===== src/rtl/bit_serial_sub.sv =====
// Bit-serial subtractor: diff = a - b, one bit per clock, LSB first, with a
// registered borrow chain. Start/done handshake; result held until the next
// completion.
// Optional feature: define SUB_SIGNED_OVF_EN to compute the signed overflow
// flag on ovf; when undefined ovf is tied low and no sign registers exist.
module bit_serial_sub #(
  parameter int WIDTH = 8
) (
  input  logic             clk,
  input  logic             rst_n,
  input  logic             start,
  input  logic [WIDTH-1:0] a,
  input  logic [WIDTH-1:0] b,
  output logic             busy,
  output logic             done,
  output logic [WIDTH-1:0] diff,
  output logic             borrow_out,
  output logic             ovf
);

  // Handshake: start is accepted on a rising edge while state is IDLE or DONE
  // (back-to-back allowed); it is ignored while busy. done is a one-cycle
  // pulse decoded from registered state, never combinationally from start.

  localparam int CW = (WIDTH > 2) ? $clog2(WIDTH) : 1;

  typedef enum logic [1:0] {IDLE, SHIFT, DONE} state_t;

  // state is left visible so checkers can bind to it directly.
  state_t state, state_next;

  logic [WIDTH-1:0] sa, sb, res;
  logic             bw;
  logic [CW-1:0]    cnt;
  logic             accept, last, d, bw_next;

  assign accept  = start && ((state == IDLE) || (state == DONE));
  assign last    = (state == SHIFT) && (cnt == CW'(WIDTH - 1));
  assign d       = sa[0] ^ sb[0] ^ bw;
  assign bw_next = (~sa[0] & sb[0]) | (~(sa[0] ^ sb[0]) & bw);
  assign busy    = (state == SHIFT);
  assign done    = (state == DONE);

  // State register.
  always_ff @(posedge clk or negedge rst_n) begin
    if (!rst_n) state <= IDLE;
    else        state <= state_next;
  end

  // Next-state logic: IDLE -> SHIFT on start, SHIFT -> DONE after the last
  // bit, DONE -> SHIFT on start (back-to-back) or back to IDLE.
  always_comb begin
    state_next = state;
    case (state)
      IDLE:    if (start) state_next = SHIFT;
      SHIFT:   if (last)  state_next = DONE;
      DONE:    state_next = start ? SHIFT : IDLE;
      default: state_next = IDLE;
    endcase
  end

  // Operand shift registers, borrow chain, bit counter and partial result.
  always_ff @(posedge clk or negedge rst_n) begin
    if (!rst_n) begin
      sa  <= '0;
      sb  <= '0;
      res <= '0;
      bw  <= 1'b0;
      cnt <= '0;
    end else if (accept) begin
      sa  <= a;
      sb  <= b;
      res <= '0;
      bw  <= 1'b0;
      cnt <= '0;
    end else if (state == SHIFT) begin
      sa  <= sa >> 1;
      sb  <= sb >> 1;
      res <= {d, res[WIDTH-1:1]};
      bw  <= bw_next;
      cnt <= cnt + CW'(1);
    end
  end

  // Result registers update only on the edge that processes the last bit.
  always_ff @(posedge clk or negedge rst_n) begin
    if (!rst_n) begin
      diff       <= '0;
      borrow_out <= 1'b0;
    end else if (last) begin
      diff       <= {d, res[WIDTH-1:1]};
      borrow_out <= bw_next;
    end
  end

`ifdef SUB_SIGNED_OVF_EN
  logic a_msb, b_msb;

  // Capture operand sign bits at accept; the shift registers lose them.
  always_ff @(posedge clk or negedge rst_n) begin
    if (!rst_n) begin
      a_msb <= 1'b0;
      b_msb <= 1'b0;
      ovf   <= 1'b0;
    end else begin
      if (accept) begin
        a_msb <= a[WIDTH-1];
        b_msb <= b[WIDTH-1];
      end
      // The bit produced on the last edge is the result sign bit.
      if (last) ovf <= (a_msb ^ b_msb) & (d ^ a_msb);
    end
  end
`else
  assign ovf = 1'b0;
`endif

endmodule


===== config.mk =====
export PLATFORM = sky130hd
export DESIGN_NAME = bit_serial_sub
export DESIGN_NICKNAME = d
export VERILOG_FILES = /design/src/rtl/bit_serial_sub.sv
export SDC_FILE = /design/constraint.sdc
export NUM_CORES = 1
export LEC_CHECK = 0
export ABC_AREA = 1
export ABC_CLOCK_PERIOD_IN_PS = 1150
export BUFFER_PORTS_ARGS = -buffer_cell sky130_fd_sc_hd__buf_2
export CELL_PAD_IN_SITES_DETAIL_PLACEMENT = 0
export CELL_PAD_IN_SITES_GLOBAL_PLACEMENT = 1
export CORE_ASPECT_RATIO = 1.4
export CORE_MARGIN = 4
export CORE_UTILIZATION = 36
export DETAILED_ROUTE_END_ITERATION = 12
export GPL_TIMING_DRIVEN = 0
export PLACE_DENSITY = 0.76
export RECOVER_POWER = 25
export SETUP_SLACK_MARGIN = 0.2
export SLEW_MARGIN = 20
export SYNTH_ARGS = -nofsm -noshare
export SYNTH_HDL_FRONTEND = slang
export SYNTH_SLANG_ARGS = --single-unit

===== constraint.sdc =====
create_clock -name clk -period 1.15 [get_ports clk]
set_input_delay 0.1725 -clock clk [delete_from_list [all_inputs] [get_ports clk]]
set_output_delay 0.1725 -clock clk [all_outputs]
set_load 0.05 [all_outputs]

==> metrics.md <==
| Metric | Value |
|---|---|
| Number of unique standard cell types used by synthesis | 16 |
| Number of hold violations in the final report | 0 |
| Routed len/inst | ~14 um |
| Commonest cells after routing, fill and taps aside | 70 x sky130_fd_sc_hd__nand2_1, 36 x sky130_fd_sc_hd__dfrtp_1, 26 x sky130_fd_sc_hd__nand3_2 |
| Timing startpoint of the critical path | state[1] |
| Clock-pin slew reported for the worst setup and hold paths after clock tree synthesis | ~0.080 ns |
| Crit Reg-Reg Startpoint | state[0] |
| Startpoint class of the critical path | flop |
| Pre-CTS worst setup slack | -0.187 ns |
| Worst setup slack for register-to-register paths | -0.11 ns |
| Area of the mapped netlist | approximately 1700 um2 |
| Maximum fanout along the worst path | 2 |
| Area fraction of the dominant cell type after synthesis | 0.572 |
| Number of H-tree branching levels | 2 |
| Overall Global Routing Usage | 0.162 |
| DRC violations left | 0 |
| Wire length of the first global-routing pass | between 7000 and 8000 um |
| Synthesis-to-layout area growth | 65.1% |
| Number of top-level pins | 31 |
| Vias in the first global route | ~1,500 |
| Total clock sinks | 38 |
| Run status | complete, but fails checks |
| Clock tree from TritonCTS | built |
| Leading cell type in the layout, fill and taps excluded | sky130_fd_sc_hd__nand2_1 |
| Net count after synthesis | approximately 220 |
| Fraction of final layout cells sized beyond drive strength 1 | 0.518 |
| Max Cap Violations | 0 |
| Highest Clock Rate | about 0.77 GHz |
| Antenna diode count | 0 |
| Biggest area contributors in the synthesized netlist | sky130_fd_sc_hd__dfrtp_1 57%, sky130_fd_sc_hd__nand2_1 19%, sky130_fd_sc_hd__nand3_1 12% |
| Worst min-delay path category | in -> async |
| Die Width | between 60 and 70 um |
| Overall via count from detail_route | 1,527 |
| Chain of cells forming the critical path | nor2_4, buf_12, buf_12 |
| Vias/cell | 4.79 |
| Pins over their slew limit | 0 |
| Standard cell core area | 4500 um2 |
| Data arrival time at the worst-slack endpoint | ~1.1 ns |
| Part of the total power dissipated in the clock network | 0.161 |
| Worst-margin pin slew | about 0.96 ns |
| Post-layout utilization of the core | 0.610 |
| Share of synthesized area occupied by flip-flops and latches | 0.572 |
| Final wirelength | between 4000 and 5000 um |
| Routability congestion estimate from global placement | approximately 0.7 |
| Setup Crit Path Kind | reg -> out |
| Net Sw Power | 3.46 mW |
| Flop and latch count out of synthesis | 38 |
| Row count | 29 |
| ANT nets after route | 0 |
| Synth warn | 0 |
| Fraction of power consumed by sequential logic | 0.279 |
| Share of power burned in combinational logic | 0.560 |
| TritonCTS Buffers | 5 |
| Mean area per synthesized cell | between 8 and 9 um2 |
| Critical path's slowest cell | sky130_fd_sc_hd__dfrtp_2 |
| Static leakage | 1.40 nW |
| Total negative slack | -1.09 ns |
| Maximum buffer depth of the clock tree | 2 |
| Post-synthesis cell count | 193 |
| Number of nets in the layout | approximately 280 |
| CTS root buffer | sky130_fd_sc_hd__clkbuf_8 |
| Antenna violations before repair | 0 |
| Crit path capture type | primary output |
| Overflow left after global routing | 0 |
| Insertion delay to the later sink of the worst-skew pair | ~0.29 ns |
| Largest net degree at the start of global routing | 39 |
| Critical path's most frequent cell | sky130_fd_sc_hd__buf_12 |
| Yosys top cell by area | sky130_fd_sc_hd__dfrtp_1 |
| Violated checks | setup timing |
| Half-perimeter wire length of the detailed placement result | approximately 2500 um |
| Worst Reg-to-Reg Cells | 7 |
| Starting density of the core | 0.369 |
| Fillers | 397 |
| Max stage delay on crit path | 0.45 ns |
| DR pass1 iterations | 4 |
| RSZ-0062 raised after global routing | true |
| Data required time at the worst endpoint | 0.98 ns |
| Number of setup violations in the final report | 35 |
| Post-layout worst setup margin | -0.141 ns |
| Share of total power consumed by net switching | 0.398 |
| Power density normalized to cell area | approximately 3200 nW/um2 |
| Worst supply voltage drop on vdd | roughly 1.5 mV |
| Share of the cycle needed by the critical path after routing | 1.12 |
| Hold Slack | 0.0158 ns |
| Cell internal pwr | 5.24 mW |
| Total chip power | just under 9 mW |
| Iteration-0 DRC Markers | 65 |
| Relative max-transition margin | 0.362 |
| Largest clock skew in the final design | roughly 0.012 ns |
| Final period demand of the worst path | around 1.3 ns |
| Vertical extent of the die | between 80 and 90 um |
| Total die area | 5780 um2 |
| I/O Buffers | 29 |
[metrics by stage]
stage,area [um2],cells
final,2740,319
after global routing,2740,319
after floorplan,1740,193
after detailed placement,1960,284
after CTS,2600,311
after global placement,1960,284
[critical path: cells and delay by family (launching register included)]
family / cells / cell delay (ns)
flip-flops: 1 / 0.45
buffers and inverters: 2 / 0.24
AND/OR/NAND/NOR: 1 / 0.14
[synthesized netlist by cell type]
cell	n
sky130_fd_sc_hd__buf_6	1
sky130_fd_sc_hd__buf_4	3
sky130_fd_sc_hd__nor2_1	3
sky130_fd_sc_hd__o21ai_0	2
sky130_fd_sc_hd__nand2_2	1
sky130_fd_sc_hd__nand2_1	85
sky130_fd_sc_hd__a21oi_1	1
sky130_fd_sc_hd__fa_1	1
sky130_fd_sc_hd__dfrtp_1	38
sky130_fd_sc_hd__ha_1	2
sky130_fd_sc_hd__nand3_1	39
sky130_fd_sc_hd__inv_1	8
sky130_fd_sc_hd__nor2_4	2
sky130_fd_sc_hd__inv_2	1
sky130_fd_sc_hd__conb_1	1
sky130_fd_sc_hd__buf_2	5
[path summary, 6_finish.rpt]
path / endpoint
hold reg to reg: diff[0]
min in group clk: sa[5]
hold / removal: res[7]
setup reg to reg: res[7]
setup / recovery: busy
max in group asynchronous: state[1]
[layout make-up]
type	count	area (um2)	share of cell area
Buffer	9	114	0.0415
Clock buffer	6	82.6	0.0301
Clock inverter	2	60.1	0.0219
Inverter	9	38.8	0.0141
Multi-Input combinational cell	138	885	0.323
Sequential cell	38	953	0.348
Tap cell	62	77.6	0.0283
Timing Repair Buffer	55	532	0.194
[layer usage]
| metal | vias up | share of wire | global-route usage |
|---|---|---|---|
| li1 | 743 | - | - |
| met1 | 737 | 0.40 | 0.185 |
| met2 | 37 | 0.54 | 0.288 |
| met3 | 10 | 0.039 | 0.0241 |
| met4 | 0 | 0.022 | 0.0868 |
| met5 | - | 0 | 0 |
[sequential cells by signal, summed over array words and instances (netlist names)]
signal	flops
diff	8
sa	8
sb	8
res	7
cnt	3
state	2
borrow_out	1
bw	1
[what timing repair did]
item	CTS	global route
endpoints found under the setup margin	49	49
pin swaps	19	20
setup buffers	13	8
cloned	6	0
resized for setup	73	24
hold buffers	0	0
[kinds of logic after synthesis]
kind of cell / after synthesis / share of synthesized area
AND/OR/NAND/NOR: 130 / 0.334
flip-flops: 38 / 0.572
buffers and inverters: 18 / 0.0557
AO/OA/AOI/OAI: 3 / 0.00903
adder cells (fa/ha/maj): 3 / 0.0271
other: 1 / 0.00226
[power groups by stage]
stage	clock network, mW	logic [mW]	registers (mW)
CTS	1.42	4.56	2.37
detailed placement	0	2.90	2.34
global placement	0	2.85	2.33
floorplan	0	1.74	2.79
finish	1.40	4.88	2.42
global route	1.48	5.27	2.48
(Power assumes the default switching activity.)
